===== src/rtl/bist_ctrl_param.sv =====
// BIST run controller: sequences seed load, N*M pattern cycles, capture
// strobes, seed-segment and polynomial selection, and end-of-run handshake.
module bist_ctrl_param #(
  parameter int N           = 10,   // clock cycles per pattern block
  parameter int M           = 110,  // pattern blocks per run
  parameter int SEEDS       = 4,    // seed segments per run
  parameter int POLY_SWITCH = 55    // first block using the alternate polynomial
) (
  input  logic                     CLK,
  input  logic                     RESET,
  input  logic                     START,
  input  logic                     ABORT,
  output logic                     INIT,
  output logic                     OUT,
  output logic                     CAPTURE,
  output logic [$clog2(SEEDS)-1:0] SEED_SEL,
  output logic                     POLY,
  output logic                     FINISH,
  output logic                     BIST_END,
  output logic                     ABORTED
);

  localparam int NW = $clog2(N);
  localparam int MW = $clog2(M);
  localparam int SW = $clog2(SEEDS);

  // Segment arithmetic is done in 32 bits so every parameter fits unchanged.
  localparam logic [31:0] SEG_LEN  = 32'(M / SEEDS);
  localparam logic [31:0] SEED_MAX = 32'(SEEDS - 1);
  localparam logic [31:0] PSW      = 32'(POLY_SWITCH);

  localparam logic [2:0] S_IDLE  = 3'd0;
  localparam logic [2:0] S_ARMED = 3'd1;
  localparam logic [2:0] S_INIT  = 3'd2;
  localparam logic [2:0] S_RUN   = 3'd3;
  localparam logic [2:0] S_FIN   = 3'd4;
  localparam logic [2:0] S_HOLD  = 3'd5;
  localparam logic [2:0] S_DONE  = 3'd6;

  logic [2:0]    state_q, state_d;
  logic [NW-1:0] cnt_n_q, cnt_n_d;
  logic [MW-1:0] cnt_m_q, cnt_m_d;
  logic          aborted_q, aborted_d;

  logic          last_n, last_m;
  logic [31:0]   blk32, seg32;

  assign last_n = (cnt_n_q == NW'(N - 1));
  assign last_m = (cnt_m_q == MW'(M - 1));
  assign blk32  = {{(32-MW){1'b0}}, cnt_m_q};
  assign seg32  = blk32 / SEG_LEN;

  // Next-state and counter logic; ABORT is only honoured in INIT and RUN and
  // takes priority over completion of the final pattern cycle.
  always_comb begin
    state_d   = state_q;
    cnt_n_d   = cnt_n_q;
    cnt_m_d   = cnt_m_q;
    aborted_d = aborted_q;
    case (state_q)
      S_IDLE:  if (!START) state_d = S_ARMED;   // demands a fresh START rise
      S_ARMED: if (START) begin
        state_d   = S_INIT;
        aborted_d = 1'b0;
      end
      S_INIT: begin
        cnt_n_d   = '0;
        cnt_m_d   = '0;
        aborted_d = 1'b0;
        if (ABORT) begin
          state_d   = S_HOLD;
          aborted_d = 1'b1;
        end else begin
          state_d = S_RUN;
        end
      end
      S_RUN: begin
        if (ABORT) begin
          state_d   = S_HOLD;
          aborted_d = 1'b1;
        end else if (last_n) begin
          cnt_n_d = '0;
          if (last_m) state_d = S_FIN;
          else        cnt_m_d = cnt_m_q + MW'(1);
        end else begin
          cnt_n_d = cnt_n_q + NW'(1);
        end
      end
      S_FIN:  state_d = S_HOLD;
      S_HOLD: if (!START) state_d = S_DONE;
      S_DONE: if (START) begin
        state_d   = S_INIT;
        aborted_d = 1'b0;
      end
      default: begin
        state_d   = S_IDLE;
        cnt_n_d   = '0;
        cnt_m_d   = '0;
        aborted_d = 1'b0;
      end
    endcase
  end

  // State registers with asynchronous active-high reset.
  always_ff @(posedge CLK or posedge RESET) begin
    if (RESET) begin
      state_q   <= S_IDLE;
      cnt_n_q   <= '0;
      cnt_m_q   <= '0;
      aborted_q <= 1'b0;
    end else begin
      state_q   <= state_d;
      cnt_n_q   <= cnt_n_d;
      cnt_m_q   <= cnt_m_d;
      aborted_q <= aborted_d;
    end
  end

  // Moore output decode from state and counters; unknown states drive zeros.
  always_comb begin
    INIT     = 1'b0;
    OUT      = 1'b0;
    CAPTURE  = 1'b0;
    SEED_SEL = '0;
    POLY     = 1'b0;
    FINISH   = 1'b0;
    BIST_END = 1'b0;
    ABORTED  = 1'b0;
    case (state_q)
      S_INIT: INIT = 1'b1;
      S_RUN: begin
        OUT      = 1'b1;
        CAPTURE  = last_n;
        SEED_SEL = (seg32 > SEED_MAX) ? SW'(SEEDS - 1) : seg32[SW-1:0];
        POLY     = (blk32 >= PSW);
      end
      S_FIN: begin
        FINISH   = 1'b1;
        BIST_END = 1'b1;
      end
      S_HOLD, S_DONE: begin
        BIST_END = 1'b1;
        ABORTED  = aborted_q;
      end
      default: ;
    endcase
  end

endmodule


===== config.mk =====
export PLATFORM = sky130hd
export DESIGN_NAME = bist_ctrl_param
export DESIGN_NICKNAME = d
export VERILOG_FILES = /design/src/rtl/bist_ctrl_param.sv
export SDC_FILE = /design/constraint.sdc
export NUM_CORES = 1
export LEC_CHECK = 0
export BUFFER_PORTS_ARGS = -buffer_cell sky130_fd_sc_hd__buf_2
export CAP_MARGIN = 20
export CORE_MARGIN = 2
export CORE_UTILIZATION = 52
export DETAILED_ROUTE_END_ITERATION = 12
export GPL_TIMING_DRIVEN = 0
export PLACE_DENSITY = 0.74
export RECOVER_POWER = 25
export SLEW_MARGIN = 20
export SYNTH_ARGS = -nofsm -noshare
export SYNTH_HDL_FRONTEND = slang
export SYNTH_SLANG_ARGS = --single-unit

===== constraint.sdc =====
create_clock -name CLK -period 2.55 [get_ports CLK]
set_input_delay 0.255 -clock CLK [delete_from_list [all_inputs] [get_ports CLK]]
set_output_delay 0.255 -clock CLK [all_outputs]
set_load 0.01 [all_outputs]

==> flow_metrics.tcl <==
set metrics [dict create \
    stdcell_area_sq_um 1510 \
    worst_slack_ns -0.346 \
    die_w_um 53.8 \
    synth_seq_cells 15 \
    viasPerCell 6.00 \
    total_power_mw 0.879 \
    setup-violations-final 1 \
    drc 0 \
    cts_num_sinks 15 \
    p_leak_nw 0.665 \
    hold_violations 0 \
    antenna_found_initial 0 \
    fin_util_pct 62.5 \
    dr.pass1.iters 4 \
    clock_skew_ns 0.00255 \
    syn_nets 175 \
    crit_type "reg2out" \
    grt_use_total_pct 24.0 \
    slew_headroom_pct 60.8 \
    die_height_um 53.8 \
    cp-start-kind "register" \
    cp_max_fo 2 \
    grt_overflow 0 \
    numCtsBuffers 3 \
    fin_nets 200 \
    endpoint_kind "output pin" \
    synth-warning-count 0 \
    slowest_stage "dfrtp_1" \
    synthesis.area_sq_um 1290 \
    grt_pass1_wl_um 4920 \
    layout-drive-gt1-share_pct 20.0 \
    synthAdderAreaFrac_pct 9.71 \
    yosysSeqAreaShare_pct 29.1 \
    synth.avg_cell_area_sq_um 8.00 \
    synthXorXnorAreaFrac_pct 4.76 \
    max_stage_delay_ns 0.44 \
    core_area_sq_um 2410 \
    grt_setup_unrepaired "true" \
    synth_compound_area_share_pct 26.7 \
    crit_top_cell "o211ai_1" \
    detail_route.wl_per_cell_um 15.0 \
    start_util_pct 53.5 \
    placementRows 18 \
    path_clk_slew_ns 0.09 \
    vdd_ir_drop_max_v 0.000511 \
    syn2layout_area_growth_pct 16.9 \
    h-tree-depth 1 \
    finalCritPeriodShare_pct 114 \
    failed_checks "negative setup slack" \
    yosys-mux-area-fraction_pct 0.777 \
    first_global_vias 1123 \
    synthSimpleGateAreaFrac_pct 21.9 \
    vias 1289 \
    ios 13 \
    async_flop_share_pct 100 \
    power.density_nw_per_um2 584 \
    tightestPinTransition_ns 0.587 \
    wl_um 3230 \
    required_ns 2.30 \
    drtIter0Drc 24 \
    syn_inst 161 \
    cts_tree "done" \
    hpwlAfterDp_um 2180 \
    io_buffers 12 \
    status "finished, violations left" \
    clkLatencyLatePin_ns 0.30 \
    setup_tns_ns -0.346 \
    root_buffer "clkbuf_4" \
    crit_arrival_ns 2.64 \
    path_cells "ha_4 -> o211ai_1 -> xnor2_1 -> ha_2 -> a211o_1 -> a31oi_2 -> nor2_1 -> or3_1 -> o211ai_1 -> buf_2" \
    ant_nets 0 \
    drv_slew 0 \
    period_needed_ns 2.90 \
    place_congestion 0.825 \
    dieArea_sq_um 2890 \
    hp-class "in2async" \
    synth_top_family_by_area "compound AO/OA/AOI/OAI gates" \
    hold-worst-slack_ns 0.00253 \
    netlist-cell-type-count 38 \
    drv_cap 0 \
    post_dp_cell_area_sq_um 1390 \
    synth-edff-count 0 \
    antennaDiodeCount 0 \
    holdBufCountCts 0 \
    fmax_mhz 345 \
    synth_flop_cell "dfrtp_1" \
    cts_buffer_depth 2 \
    grt_max_degree 16 \
]
## flip-flops by register name (all words and copies together), names as in the netlist
signal and flops:
cnt_m_q 7, cnt_n_q 4, state_q 3, aborted_q 1
## worst max-delay path, delay by kind of cell, from the launching register on
kind	cells	cell delay, ns
xor gates and xnor gates	1	0.15
adders and majority gates	2	0.38
DFF	1	0.44
buffers and inverters	1	0.17
AOI/OAI and AO/OA	4	0.81
and+or+nand+nor	2	0.39
## kinds of logic (layout without fill, tap and decap cells)
group	after synthesis	in the layout
AOI/OAI and AO/OA	52	52
xor gates and xnor gates	7	7
adders and majority gates	10	10
buffers and inverters	20	44
DFF	15	15
muxes	1	1
and+or+nand+nor	56	56
## Yosys cell counts (2+ instances only)
library cell  instances  area, sq um
nand2_1              17         63.8
dfrtp_1              15          375
nor2_1               14         52.6
a21oi_1              13         65.1
o21ai_0              12         60.1
ha_1                 10          125
inv_1                10         37.5
nand3_1               8         40.0
a31oi_1               6         37.5
clkbuf_1              5         18.8
and3_1                4         25.0
nand3b_1              4         30.0
o211ai_1              4         30.0
xor2_1                4         35.0
buf_2                 3         15.0
o21a_1                3         22.5
xnor2_1               3         26.3
a211o_1               2         17.5
nor3b_1               2         15.0
o2111ai_1             2         17.5
o221ai_1              2         17.5
or3_1                 2         12.5
## power by group
group | internal (mW) | total, mW | leakage, nW | switching, mW
sequential | 0.277 | 0.306 | 0.200 | 0.0291
clock | 0.0610 | 0.146 | 0.0150 | 0.0850
combinational | 0.147 | 0.427 | 0.450 | 0.280
total | 0.485 | 0.879 | 0.665 | 0.394
## placed cells by master, fill, tap and decap left out, types with 2 or more instances in the layout
| cell | count |
|---|---|
| nand2_1 | 17 |
| buf_2 | 14 |
| dfrtp_1 | 14 |
| nor2_1 | 13 |
| a21oi_1 | 13 |
| o21ai_0 | 12 |
| inv_1 | 10 |
| buf_4 | 10 |
| nand3_1 | 8 |
| ha_1 | 8 |
| clkbuf_1 | 5 |
| a31oi_1 | 5 |
| nand3b_1 | 4 |
| and3_1 | 4 |
| o211ai_1 | 4 |
| xor2_1 | 4 |
| xnor2_1 | 3 |
| o21a_1 | 3 |
| clkbuf_4 | 3 |
| o2111ai_1 | 2 |
| or3_1 | 2 |
| a211o_1 | 2 |
| nor3b_1 | 2 |
| o221ai_1 | 2 |
## per-stage QoR
step,setup slack (ns),std cells
floorplan,0.0260,161
CTS,-0.317,213
global route,-0.460,215
global placement,-0.280,203
detailed placement,-0.375,203
finish,-0.346,215
## what timing repair did
item,in CTS,in global routing
gates resized for setup,4,4
pin swaps,8,5
buffers inserted,7,2
setup endpoints to repair,2,2
## metal layers
metal  track usage [%]  up-vias  wire (um)
met3              2.78        7        162
li1                  -      634          -
met5                 0        -          0
met4              9.83        0         61
met2              42.3       41       1640
met1              29.4      607       1370
## area by class of cell
class	count	area (sq um)
Buffer	9	42.5
Sequential cell	15	377
Inverter	10	37.5
Tap cell	30	37.5
Multi-Input combinational cell	126	852
Timing Repair Buffer	21	134
Fill cell	202	903
Clock buffer	4	26.3
## worst paths after layout
check | start | to | slack, ns | cells past startpoint
worst min register to register | cnt_n_q[2] | cnt_n_q[2] | 0.52 | 1
max in group asynchronous | RESET | cnt_m_q[3] | 2.13 | 2
worst min-delay path | RESET | cnt_m_q[1] | 0.003 | 2
worst max register to register | cnt_m_q[2] | cnt_m_q[5] | 0.57 | 7
worst max-delay path | cnt_m_q[2] | SEED_SEL[0] | -0.35 | 10
min in group CLK | START | state_q[0] | 0.26 | 3
(Power assumes the default switching activity.)
